--- src/rtl/fsm1_obs_monitor.sv ---
// fsm1 observation monitor: decodes the sampled fsm1 state, counts transitions
// and output1 strobes, logs event cycles into a trace FIFO drained over
// valid/ready, and flags overflow and prolonged inactivity.
// Optional build macro FSM1_OBS_TSTAMP_EN appends a wrapping cycle timestamp
// (cycles since reset release) to every trace record.
module fsm1_obs_monitor #(
    parameter int unsigned WARMUP      = 20,
    parameter int unsigned IDLE_LIMIT  = 16,
    parameter int unsigned TRACE_DEPTH = 8,
    parameter int unsigned CNT_W       = 16,
`ifdef FSM1_OBS_TSTAMP_EN
    localparam int unsigned TW         = 3 + CNT_W
`else
    localparam int unsigned TW         = 3
`endif
) (
    input  logic             GCLK_Pad,
    input  logic             reset_Pad,
    input  logic             state_obs0_Pad,
    input  logic             state_obs1_Pad,
    input  logic             output1_Pad,
    input  logic             clear,
    output logic [1:0]       cur_state,
    output logic [CNT_W-1:0] trans_count,
    output logic [CNT_W-1:0] out1_count,
    output logic             trace_valid,
    input  logic             trace_ready,
    output logic [TW-1:0]    trace_data,
    output logic             overflow,
    output logic             idle_timeout
);

    localparam int unsigned WW = (WARMUP > 1) ? $clog2(WARMUP) : 1;
    localparam int unsigned QW = $clog2(IDLE_LIMIT + 1);
    localparam int unsigned IW = $clog2(TRACE_DEPTH);
    localparam int unsigned OW = $clog2(TRACE_DEPTH + 1);
    localparam logic [CNT_W-1:0] CNT_MAX = {CNT_W{1'b1}};

    localparam logic [1:0] ST_WARM  = 2'd0;
    localparam logic [1:0] ST_RUN   = 2'd1;
    localparam logic [1:0] ST_QUIET = 2'd2;

    logic [1:0]       state_q, state_d;
    logic [WW-1:0]    warm_q, warm_d;
    logic [QW-1:0]    quiet_q, quiet_d;
    logic [1:0]       cur_q, cur_d;
    logic [CNT_W-1:0] trans_q, trans_d;
    logic [CNT_W-1:0] out1_q, out1_d;
    logic             ovf_q, ovf_d;
    logic             idle_q, idle_d;
    logic             valid_q, valid_d;
    logic [OW-1:0]    occ_q, occ_d;
    logic [TW-1:0]    mem_q [TRACE_DEPTH];
    logic [TW-1:0]    mem_d [TRACE_DEPTH];
`ifdef FSM1_OBS_TSTAMP_EN
    logic [CNT_W-1:0] cyc_q, cyc_d;
`endif

    logic [1:0]    samp;
    logic          trans_hit;
    logic          evt;
    logic          pop;
    logic          push;
    logic          full;
    logic [TW-1:0] rec;

    assign cur_state    = cur_q;
    assign trans_count  = trans_q;
    assign out1_count   = out1_q;
    assign trace_valid  = valid_q;
    assign trace_data   = mem_q[0];
    assign overflow     = ovf_q;
    assign idle_timeout = idle_q;

    // State register: synchronous reset restarts warm-up with everything empty
    always_ff @(posedge GCLK_Pad) begin
        if (reset_Pad) begin
            state_q <= ST_WARM;
            warm_q  <= '0;
            quiet_q <= '0;
            cur_q   <= '0;
            trans_q <= '0;
            out1_q  <= '0;
            ovf_q   <= 1'b0;
            idle_q  <= 1'b0;
            valid_q <= 1'b0;
            occ_q   <= '0;
            for (int unsigned i = 0; i < TRACE_DEPTH; i++) begin
                mem_q[i] <= '0;
            end
`ifdef FSM1_OBS_TSTAMP_EN
            cyc_q   <= '0;
`endif
        end else begin
            state_q <= state_d;
            warm_q  <= warm_d;
            quiet_q <= quiet_d;
            cur_q   <= cur_d;
            trans_q <= trans_d;
            out1_q  <= out1_d;
            ovf_q   <= ovf_d;
            idle_q  <= idle_d;
            valid_q <= valid_d;
            occ_q   <= occ_d;
            mem_q   <= mem_d;
`ifdef FSM1_OBS_TSTAMP_EN
            cyc_q   <= cyc_d;
`endif
        end
    end

    // Next state: FSM sequencing, counters and shift-register trace FIFO (head at entry 0)
    always_comb begin
        state_d   = state_q;
        warm_d    = warm_q;
        quiet_d   = quiet_q;
        cur_d     = cur_q;
        trans_d   = trans_q;
        out1_d    = out1_q;
        ovf_d     = ovf_q;
        occ_d     = occ_q;
        mem_d     = mem_q;
        push      = 1'b0;
        samp      = {state_obs1_Pad, state_obs0_Pad};
        trans_hit = (samp != cur_q);
        evt       = trans_hit | output1_Pad;
        pop       = valid_q & trace_ready;
        full      = (occ_q == OW'(TRACE_DEPTH));
`ifdef FSM1_OBS_TSTAMP_EN
        cyc_d     = cyc_q + CNT_W'(1);
        rec       = {samp, output1_Pad, cyc_q};
`else
        rec       = {samp, output1_Pad};
`endif

        case (state_q)
            ST_WARM: begin
                if (warm_q == WW'(WARMUP - 1)) begin
                    state_d = ST_RUN;
                end else begin
                    warm_d = warm_q + WW'(1);
                end
            end
            ST_RUN: begin
                if (evt) begin
                    quiet_d = '0;
                end else begin
                    quiet_d = quiet_q + QW'(1);
                    if (quiet_d == QW'(IDLE_LIMIT)) begin
                        state_d = ST_QUIET;
                    end
                end
            end
            ST_QUIET: begin
                if (evt) begin
                    state_d = ST_RUN;
                    quiet_d = '0;
                end
            end
            default: state_d = ST_WARM;
        endcase

        // Sampling is live in RUN and QUIET; clear suppresses the cycle's counting and logging
        if (state_q != ST_WARM) begin
            cur_d = samp;
            if (!clear) begin
                if (trans_hit && (trans_q != CNT_MAX)) begin
                    trans_d = trans_q + CNT_W'(1);
                end
                if (output1_Pad && (out1_q != CNT_MAX)) begin
                    out1_d = out1_q + CNT_W'(1);
                end
                if (evt) begin
                    if (!full || pop) begin
                        push = 1'b1;
                    end else begin
                        ovf_d = 1'b1;
                    end
                end
            end
        end

        // Pop shifts the queue down; push lands just past the surviving entries
        if (pop) begin
            for (int unsigned i = 0; i + 1 < TRACE_DEPTH; i++) begin
                mem_d[i] = mem_q[i + 1];
            end
            occ_d = occ_q - OW'(1);
        end
        if (push) begin
            mem_d[IW'(occ_d)] = rec;
            occ_d = occ_d + OW'(1);
        end

        if (clear) begin
            occ_d   = '0;
            trans_d = '0;
            out1_d  = '0;
            ovf_d   = 1'b0;
        end

        valid_d = (occ_d != '0);
        idle_d  = (state_d == ST_QUIET);
    end

endmodule

--- config.mk ---
export PLATFORM = sky130hd
export DESIGN_NAME = fsm1_obs_monitor
export DESIGN_NICKNAME = d
export VERILOG_FILES = /design/src/rtl/fsm1_obs_monitor.sv
export SDC_FILE = /design/constraint.sdc
export NUM_CORES = 1
export LEC_CHECK = 0
export CELL_PAD_IN_SITES_DETAIL_PLACEMENT = 0
export CELL_PAD_IN_SITES_GLOBAL_PLACEMENT = 1
export CORE_UTILIZATION = 40
export CTS_CLUSTER_SIZE = 8
export DETAILED_ROUTE_END_ITERATION = 7
export PLACE_DENSITY = 0.86
export SLEW_MARGIN = 20
export SYNTH_ARGS = -nofsm -noshare
export SYNTH_HDL_FRONTEND = slang
export SYNTH_SLANG_ARGS = --single-unit
--- constraint.sdc ---
create_clock -name GCLK_Pad -period 6.1 [get_ports GCLK_Pad]
set_input_delay 0.61 -clock GCLK_Pad [delete_from_list [all_inputs] [get_ports GCLK_Pad]]
set_output_delay 0.61 -clock GCLK_Pad [all_outputs]
set_load 0.01 [all_outputs]
Word level (Yosys, flattened, before mapping)
Index checks and enable logic that the tools add are counted.

storage, ports and cells
  register bits after elaboration = 77
  bits of input ports = 7
  output and inout port bits = 40

cells by class
  add/subtract/negate cells = 6
  order comparisons = 2
  eq/ne operators = 10
  mux-type cells = 20
  bitwise gates (word level) = 5
  reductions and logical operators = 15

operators by type and width
  cell                                                 number
  adder 16 x 1 -> 16 bit (second input constant)       2
  != test 16 bit (second input constant)               2
  bitwise mux 24 bit                                   1
  two-way mux 24 bit                                   1
  two-way mux 21 bit                                   1
  two-way mux 4 bit                                    3
  adder 5 x 1 -> 5 bit (second input constant)         2
  == test 5 bit (second input constant)                2
  two-way mux 5 bit                                    2
  case mux 5 bit (2 select lines)                      1
  demux 3 bit (select 3 bit)                           1
  two-way mux 2 bit                                    4
  AND reduction 2 bit                                  4
  case mux 2 bit (3 select lines)                      1
  adder 4 x 1 -> 4 bit (second input constant)         1
  == test 2 bit (second input constant)                2
  == test 4 bit (second input constant)                1
  >= comparator 4 bit (second input constant)          1
  < comparator 4 x 1 -> 1 bit (second input constant)  1
  two-way mux 1 bit                                    4
  NOT 3 -> 4 bit                                       1
  nonzero test 2 bit                                   2
  nonzero test 4 bit                                   1
  subtractor 4 x 1 -> 4 bit (second input constant)    1
  13 further kinds                                     16

Longest topological paths before layout
Gate-level depths: netlist of the first run.

  depth after elaboration = 10
  mapped depth = 8

Worst setup path before layout of the first run
OpenSTA, ideal clock, no wires.

  path type = register to register
  start = register occ_q[0]
  end = register valid_q (netlist: trace_valid)
  setup time = 0.134 ns
  arrival time = 2.467 ns
  required time = 5.966 ns
  path slack = 3.499 ns
  cell stages (with the launch flop) = 7
  buffers on the path = 0
  clock period less this slack = 2.601 ns
  cells stage by stage = dfxtp_1 inv_1 ha_1 or3_4 a2111oi_4 mux2_4 or4_1

between the ends
  longest elaborated chain between the ends = 10
  elaborated cells between the ends (all ways) = 13
  classes of those cells = 2 x add/sub; 1 x eq/ne; 7 x mux; 3 x reduce/logical

ends and longest elaborated chain
  what                                                                               line  source
  from (decl)                                                                        52    logic [OW-1:0] occ_q, occ_d;
  from (signal assigned)                                                             87    occ_q <= '0;
  from (signal assigned)                                                             104   occ_q <= occ_d;
  parallel branches: the longest is 7 deep, another holds subtractor 4 x 1 -> 4 bit  n/a
  two-way mux 4 bit *                                                                190   if (push) begin
  two-way mux 4 bit *                                                                195   if (clear) begin
  nonzero test 4 bit *                                                               202   valid_d = (occ_d != '0);
  to (signal assigned)                                                               103   valid_q <= valid_d;
  to (decl)                                                                          51    logic valid_q, valid_d;

Mark *: on every way between the ends.
A chain may end at the register's enable or synchronous reset.

Final worst setup path of the first run
  start = input trace_ready
  end = register valid_q (netlist: trace_valid)

between the ends
  longest elaborated chain between the ends = 9
  elaborated cells between the ends (all ways) = 11
  classes of those cells = 1 x add/sub; 7 x mux; 1 x bitwise; 2 x reduce/logical

ends and longest elaborated chain
  what                                                                          line  source
  from (decl)                                                                   27    input logic trace_ready,
  bitwise AND 1 bit *                                                           127   pop = valid_q & trace_ready;
  parallel branches: the longest is 5 deep, another holds adder 4 x 1 -> 4 bit  n/a
  two-way mux 4 bit *                                                           190
  two-way mux 4 bit *                                                           195
  nonzero test 4 bit *                                                          202

Marked as above.

==> results.yml, run 1 <==
setup_path:
  crit_type: "in -> reg"
  crit_start: "trace_ready"
  crit_buf_inv: 1
  worst_setup_path_start_kind: "input port"
  reg2reg_from: "trace_valid"
  reg2reg_to: "trace_valid"
  end_kind: "register"
  path_depth: 6
  required_ns: 6.34
  critPathTopFamily: "simple AND/OR/NAND/NOR gates"
  crit_slowest_cell: "and2_1"
  critPathArrivalTime_ns: 3.49
  setup.worst_path.end: "trace_valid"
  crit_fanout: 24
  crit_chain: "clkdlybuf4s50_1 > and2_1 > xnor2_4 > a2111oi_4 > mux2_4 > or4_1"
  ff2ff_path_depth: 5
  max_stage_delay_ns: 0.80
  rrSetupSlack_ns: 3.21
cts:
  cts_root_buffer: "clkbuf_8"
  clock_path_buffers: 2
  hold_buffers: 0
  cts_tree: "yes"
  cts.repair.resized: 0
  cts_buffers: 9
  path_clk_slew_ns: 0.08
  clkLatencyLatePin_ns: 0.36
  cts.sinks: 77
  cts_setup_buffers: 0
  htreeDepth: 3
sta:
  hold_ws_ns: 0.470
  fin_tns_setup_ns: 0
  timing.final.crit_share_pct: 53.3
  setup_viol: 0
  fmax_ghz: 0.307
  worst_pin_slew_ns: 0.958
  period_needed_ns: 3.25
  final_max_slew_viol_count: 0
  rsz0062_at_grt: "no"
  finalClockSkew_ns: 0.0166
  final_hold_viol_count: 0
  slew-limit-headroom_pct: 35.7
yosys:
  synth_compound_area_share_pct: 19.4
  synth_xor_area_share_pct: 8.35
  syn_inst: 468
  netlist.area_leader.share_pct: 38.5
  syn_avg_cell_area_sq_um: 8.55
  synth_cell_types: 59
  synthMostInstantiatedCell: "dfxtp_1"
  synth_top_family_by_area: "simple AND/OR/NAND/NOR gates"
  synthSimpleGateAreaFrac_pct: 25.8
  ys_async_sr_fraction_pct: 0
  synth_area_sq_um: 4000
  synth_ff_type: "dfxtp_1"
  synth_commonest_cells: "77 x dfxtp_1, 67 x nand2_1, 63 x nor2_1, 21 x a21oi_1, 19 x xor2_1"
  synth_enable_flop_cells: 0
  synth_fa_ha_area_share_pct: 2.19
  ys_ff_latch: 77
  synth_top_area_cell: "dfxtp_1"
  yosysSeqAreaShare_pct: 38.5
  ys_top_cells_by_area: "dfxtp_1 39%, nand2_1 6.3%, nor2_1 5.9%, xor2_1 4.2%, xnor2_1 3.5%"
  synthMuxAreaShare_pct: 1.88
  yosysWarnings: 0
  syn_nets: 482
die:
  die_h_um: 102
  core_area_sq_um: 9730
  top_level_ports: 47
  die_w_um: 102
  start_util_pct: 41.1
  rows: 36
  die_area_sq_um: 10400
grt:
  antenna_found_initial: 0
  grt_max_degree: 42
  use_met3_pct: 2.87
  track_usage_pct: 17.1
  grt_busiest_layer: "met2"
  grt_overflow: 0
  grtUsageMet2_pct: 28.4
  grt_pass1_vias: 3056
  grt_pass1_wl_um: 14000
  use_met1_pct: 21.8
layout:
  final_core_util_pct: 48.8
  layout.nets: 513
  seq_area_sq_um: 1540
  drive_gt1_share_pct: 7.94
  multi_input_area_sq_um: 2310
  fill_cells: 966
  layout.cells.non_filler: 637
  antennaDiodeCount: 0
  syn2layout_area_growth_pct: 18.7
pwr:
  power.total_uw: 1000
  pwr_density_cell_nw_per_um2: 211
  ir_drop_mv: 0.0853
  p_int_uw: 785
  clkPwrFrac_pct: 46.8
  p_leak_uw: 0.00148
  switching_power_uw: 219
  swShare_pct: 21.8
  seqPwrFrac_pct: 50.3
  power.share.combinational_pct: 2.9
place:
  dp.final_hpwl_um: 6200
  dpl.cell_count: 621
  io_buffers: 46
  gp_congestion: 0.797
routing:
  post-route-drc-count: 0
  vias: 3425
  vias_per_cell: 5.38
  post_drt_wl_per_cell_um: 13.6
  ant_nets: 0
  first_pass_iters: 4
  totalWireLength_um: 8660
  first_iter_violations: 110
run:
  cap_violations: 0
worst_hold_path:
  hp-class: "reg -> reg"
status:
  run_status: "finished, final reports clean"
worst register-to-register path: cells and delay by family, from the launching register on:
family / cells / cell delay (ns)
xor gates and xnor gates: 1 / 0.21
and+or+nand+nor: 2 / 1.19
DFF: 1 / 0.48
muxes: 1 / 0.35
AOI/OAI and AO/OA: 1 / 0.55
worst min path at each step:
stage,startpoint,to,slack [ns],depth (start not counted)
6_report,overflow,overflow,0.47,2
2_1_floorplan,mem_q[9],mem_q[12],0.45,2
3_5_place_dp,overflow,overflow,0.45,2
3_3_place_gp,overflow,overflow,0.46,2
4_1_cts,overflow,overflow,0.47,2
5_1_grt,overflow,overflow,0.49,2
cells in the final DEF, fill, tap and decap left out, types with 6 or more instances in the layout:
master | Yosys | final
xor2_1 | 19 | 19
nand2_1 | 67 | 67
xnor2_1 | 16 | 16
o21ai_0 | 13 | 13
nand4_1 | 11 | 11
and3_1 | 8 | 8
clkbuf_8 | 0 | 9
clkdlybuf4s50_1 | 0 | 46
nand3_1 | 17 | 17
and2_1 | 9 | 9
a21o_1 | 8 | 8
a311oi_1 | 13 | 13
nor2_1 | 63 | 63
a211oi_1 | 12 | 12
ha_1 | 7 | 7
dfxtp_1 | 77 | 77
a21oi_1 | 21 | 21
nor3_1 | 6 | 6
mux2i_1 | 6 | 6
cell families after synthesis:
| group | count (synthesis) |
|---|---|
| and+or+nand+nor | 212 |
| AOI/OAI and AO/OA | 97 |
| DFF | 77 |
| xor gates and xnor gates | 36 |
| buffers and inverters | 32 |
| muxes | 7 |
| adders and majority gates | 7 |
power by group through the flow:
stage | Sequential [uW] | Combinational, uW | Clock, uW
4_1_cts | 505 | 28.9 | 479
3_5_place_dp | 517 | 28.8 | 0
5_1_grt | 506 | 31.7 | 501
6_report | 505 | 28.7 | 470
3_3_place_gp | 517 | 28.4 | 0
2_1_floorplan | 517 | 19.6 | 0
per-layer routing:
| metal | vias to the layer above | part of all wire [%] |
|---|---|---|
| li1 | 1739 | - |
| met5 | - | 0 |
| met2 | 55 | 47 |
| met3 | 9 | 3.4 |
| met4 | 0 | 1.2 |
| met1 | 1622 | 48 |
final cells by class:
class	instances	share of cell area [%]
clock inverters	7	2.56
well taps	133	3.50
clock buffers	9	2.61
multi-input cells	359	48.6
inverters	5	0.395
flip-flops and latches	77	32.5
repair buffers	47	9.86
registers in the layout, indices dropped and copies added (netlist names), named ones only:
| name | cells |
|---|---|
| trace_data | 3 |
| trans_count | 16 |
| quiet_q | 5 |
| state_q | 2 |
| out1_count | 16 |
| overflow | 1 |
| warm_q | 5 |
| mem_q | 18 |
| trace_valid | 1 |
| occ_q | 4 |
| idle_timeout | 1 |
| cur_state | 2 |
stage by stage:
step                      area [sq um]  setup slack [ns]
final                             4750              2.85
after global routing              4750              2.71
after CTS                         4750              2.85
after detailed placement          4500              2.47
after global placement            4500              2.52
after floorplan                   4000              3.50
(Power assumes the default switching activity.)
==> inputs of run 2 (changes only) <==
CORE_UTILIZATION = 38   (was 40)
clock period = 2.6 ns   (was 6.1 ns; I/O delays follow)
==> run 2 against run 1 <==
Sequential cell count is the same. Critical path type is now reg -> reg. Global-route usage shrank 0.087 points. Core utilization shrank 1.1 points. Design area grew 3.2%. Non-clock buffer count grew 23. Power grew 130%.
==> results.yml, run 2 (same netlist as run 1, synthesis figures left out) <==
sta:
  fin_tns_setup_ns: 0
  final_hold_viol_count: 0
  slew-limit-headroom_pct: 63.4
  final_max_slew_viol_count: 0
  finalClockSkew_ns: 0.0127
  period_needed_ns: 2.46
  rsz0062_at_grt: "no"
  worst_pin_slew_ns: 0.543
  fmax_ghz: 0.407
  setup_viol: 0
  timing.final.crit_share_pct: 94.6
routing:
  first_pass_iters: 4
  vias_per_cell: 5.22
  first_iter_violations: 125
  vias: 3461
  post_drt_wl_per_cell_um: 13.4
  ant_nets: 0
  totalWireLength_um: 8900
  post-route-drc-count: 0
die:
  die_h_um: 105
  die_area_sq_um: 10900
  start_util_pct: 38.9
  rows: 37
  core_area_sq_um: 10300
  die_w_um: 105
  top_level_ports: 47
layout:
  antennaDiodeCount: 0
  top_register: "mem_q"
  final_common_cell: "dfxtp_1"
  final_core_util_pct: 47.7
  largest_reg_flops: 18
  final_cell_mix: "76 x dfxtp_1, 67 x nand2_1, 63 x nor2_1, 46 x clkdlybuf4s50_1, 24 x buf_4"
  layout.nets: 536
  syn2layout_area_growth_pct: 22.5
  drive_gt1_share_pct: 12.3
status:
  run_status: "finished, final reports clean"
pwr:
  pwr_density_cell_nw_per_um2: 462
  power.total_uw: 2270
  p_leak_uw: 0.00159
  ir_drop_mv: 0.311
grt:
  grt_overflow: 0
  grt_max_degree: 40
  grt_pass1_vias: 3308
  antenna_found_initial: 0
  track_usage_pct: 17.0
  grt_pass1_wl_um: 15400
cts:
  htreeDepth: 3
  path_clk_slew_ns: 0.09
  cts_root_buffer: "clkbuf_8"
  cts.sinks: 77
  clock_path_buffers: 2
  cts_tree: "yes"
  cts_buffers: 9
  hold_buffers: 0
  clkLatencyLatePin_ns: 0.35
setup_path:
  crit_type: "reg -> reg"
  end_kind: "register"
  worst_setup_path_start_kind: "register"
  crit_fanout: 7
  required_ns: 2.82
  critPathArrivalTime_ns: 2.68
place:
  dp.final_hpwl_um: 6450
  io_buffers: 46
  gp_congestion: 0.856
worst_hold_path:
  hp-class: "reg -> reg"
run:
  cap_violations: 0
## run 2: cell types whose count changed in the layout (fill, tap and decap cells not counted), sizes merged
cell	delta
buf	+23
clkinv	+2
bufinv	-1
inv	+1
clkinvlp	-2
## run 2: routing by layer
layer	wire length (um)	share of wire [%]	track usage, %	vias to the layer above
met3	278	3.1	2.68	8
met5	0	0	0	-
met4	96	1.1	6.84	0
met1	4260	48	21.9	1611
li1	-	-	-	1778
met2	4270	48	28.3	64
## run 2: what timing repair did
| item | in CTS | in global routing |
|---|---|---|
| setup buffers | 0 | 0 |
| endpoints found under the setup margin | 0 | 1 |
| resized for setup | 0 | 1 |
## run 2: critical path: stages (launching register included)
cell and delay (ns):
dfxtp_1 0.37, inv_1 0.07, ha_2 0.30, nand4bb_1 0.21, a21bo_2 0.28, a2111oi_4 0.36
mux2_4 0.34, or4_1 0.40
## run 2: worst paths after layout
| check | startpoint | to | slack [ns] | cells past startpoint |
|---|---|---|---|---|
| max | occ_q[1] | trace_valid | 0.14 | 7 |
| min | mem_q[10] | mem_q[13] | 0.47 | 2 |
| max reg2reg | occ_q[1] | trace_valid | 0.14 | 7 |
| min reg2reg | mem_q[10] | mem_q[13] | 0.47 | 2 |
## run 2: per-stage QoR
stage	instance area, sq um	hold WS, ns	std cells	worst slack, ns
after global placement	4680	0.465	647	0.0773
after detailed placement	4680	0.469	647	0.0394
final	4900	0.470	663	0.141
after CTS	4900	0.482	663	0.0303
after global routing	4900	0.497	663	0.0457
after floorplan	4000	0.424	468	0.0219
## run 2: power breakdown
part	leakage (uW)	internal, uW	switching (uW)	total (uW)
logic	0.000859	28.3	50.3	78.5
registers	0.000621	1180	3.67	1190
clock network	0.000110	544	458	1000
## run 2: final cells by class
| class | instances | area (sq um) |
|---|---|---|
| clock buffers | 9 | 124 |
| clock inverters | 7 | 95.1 |
| fillers | 991 | 5380 |
| inverters | 5 | 18.8 |
| multi-input cells | 359 | 2310 |
| flip-flops and latches | 77 | 1540 |
| well taps | 136 | 170 |
| repair buffers | 70 | 641 |
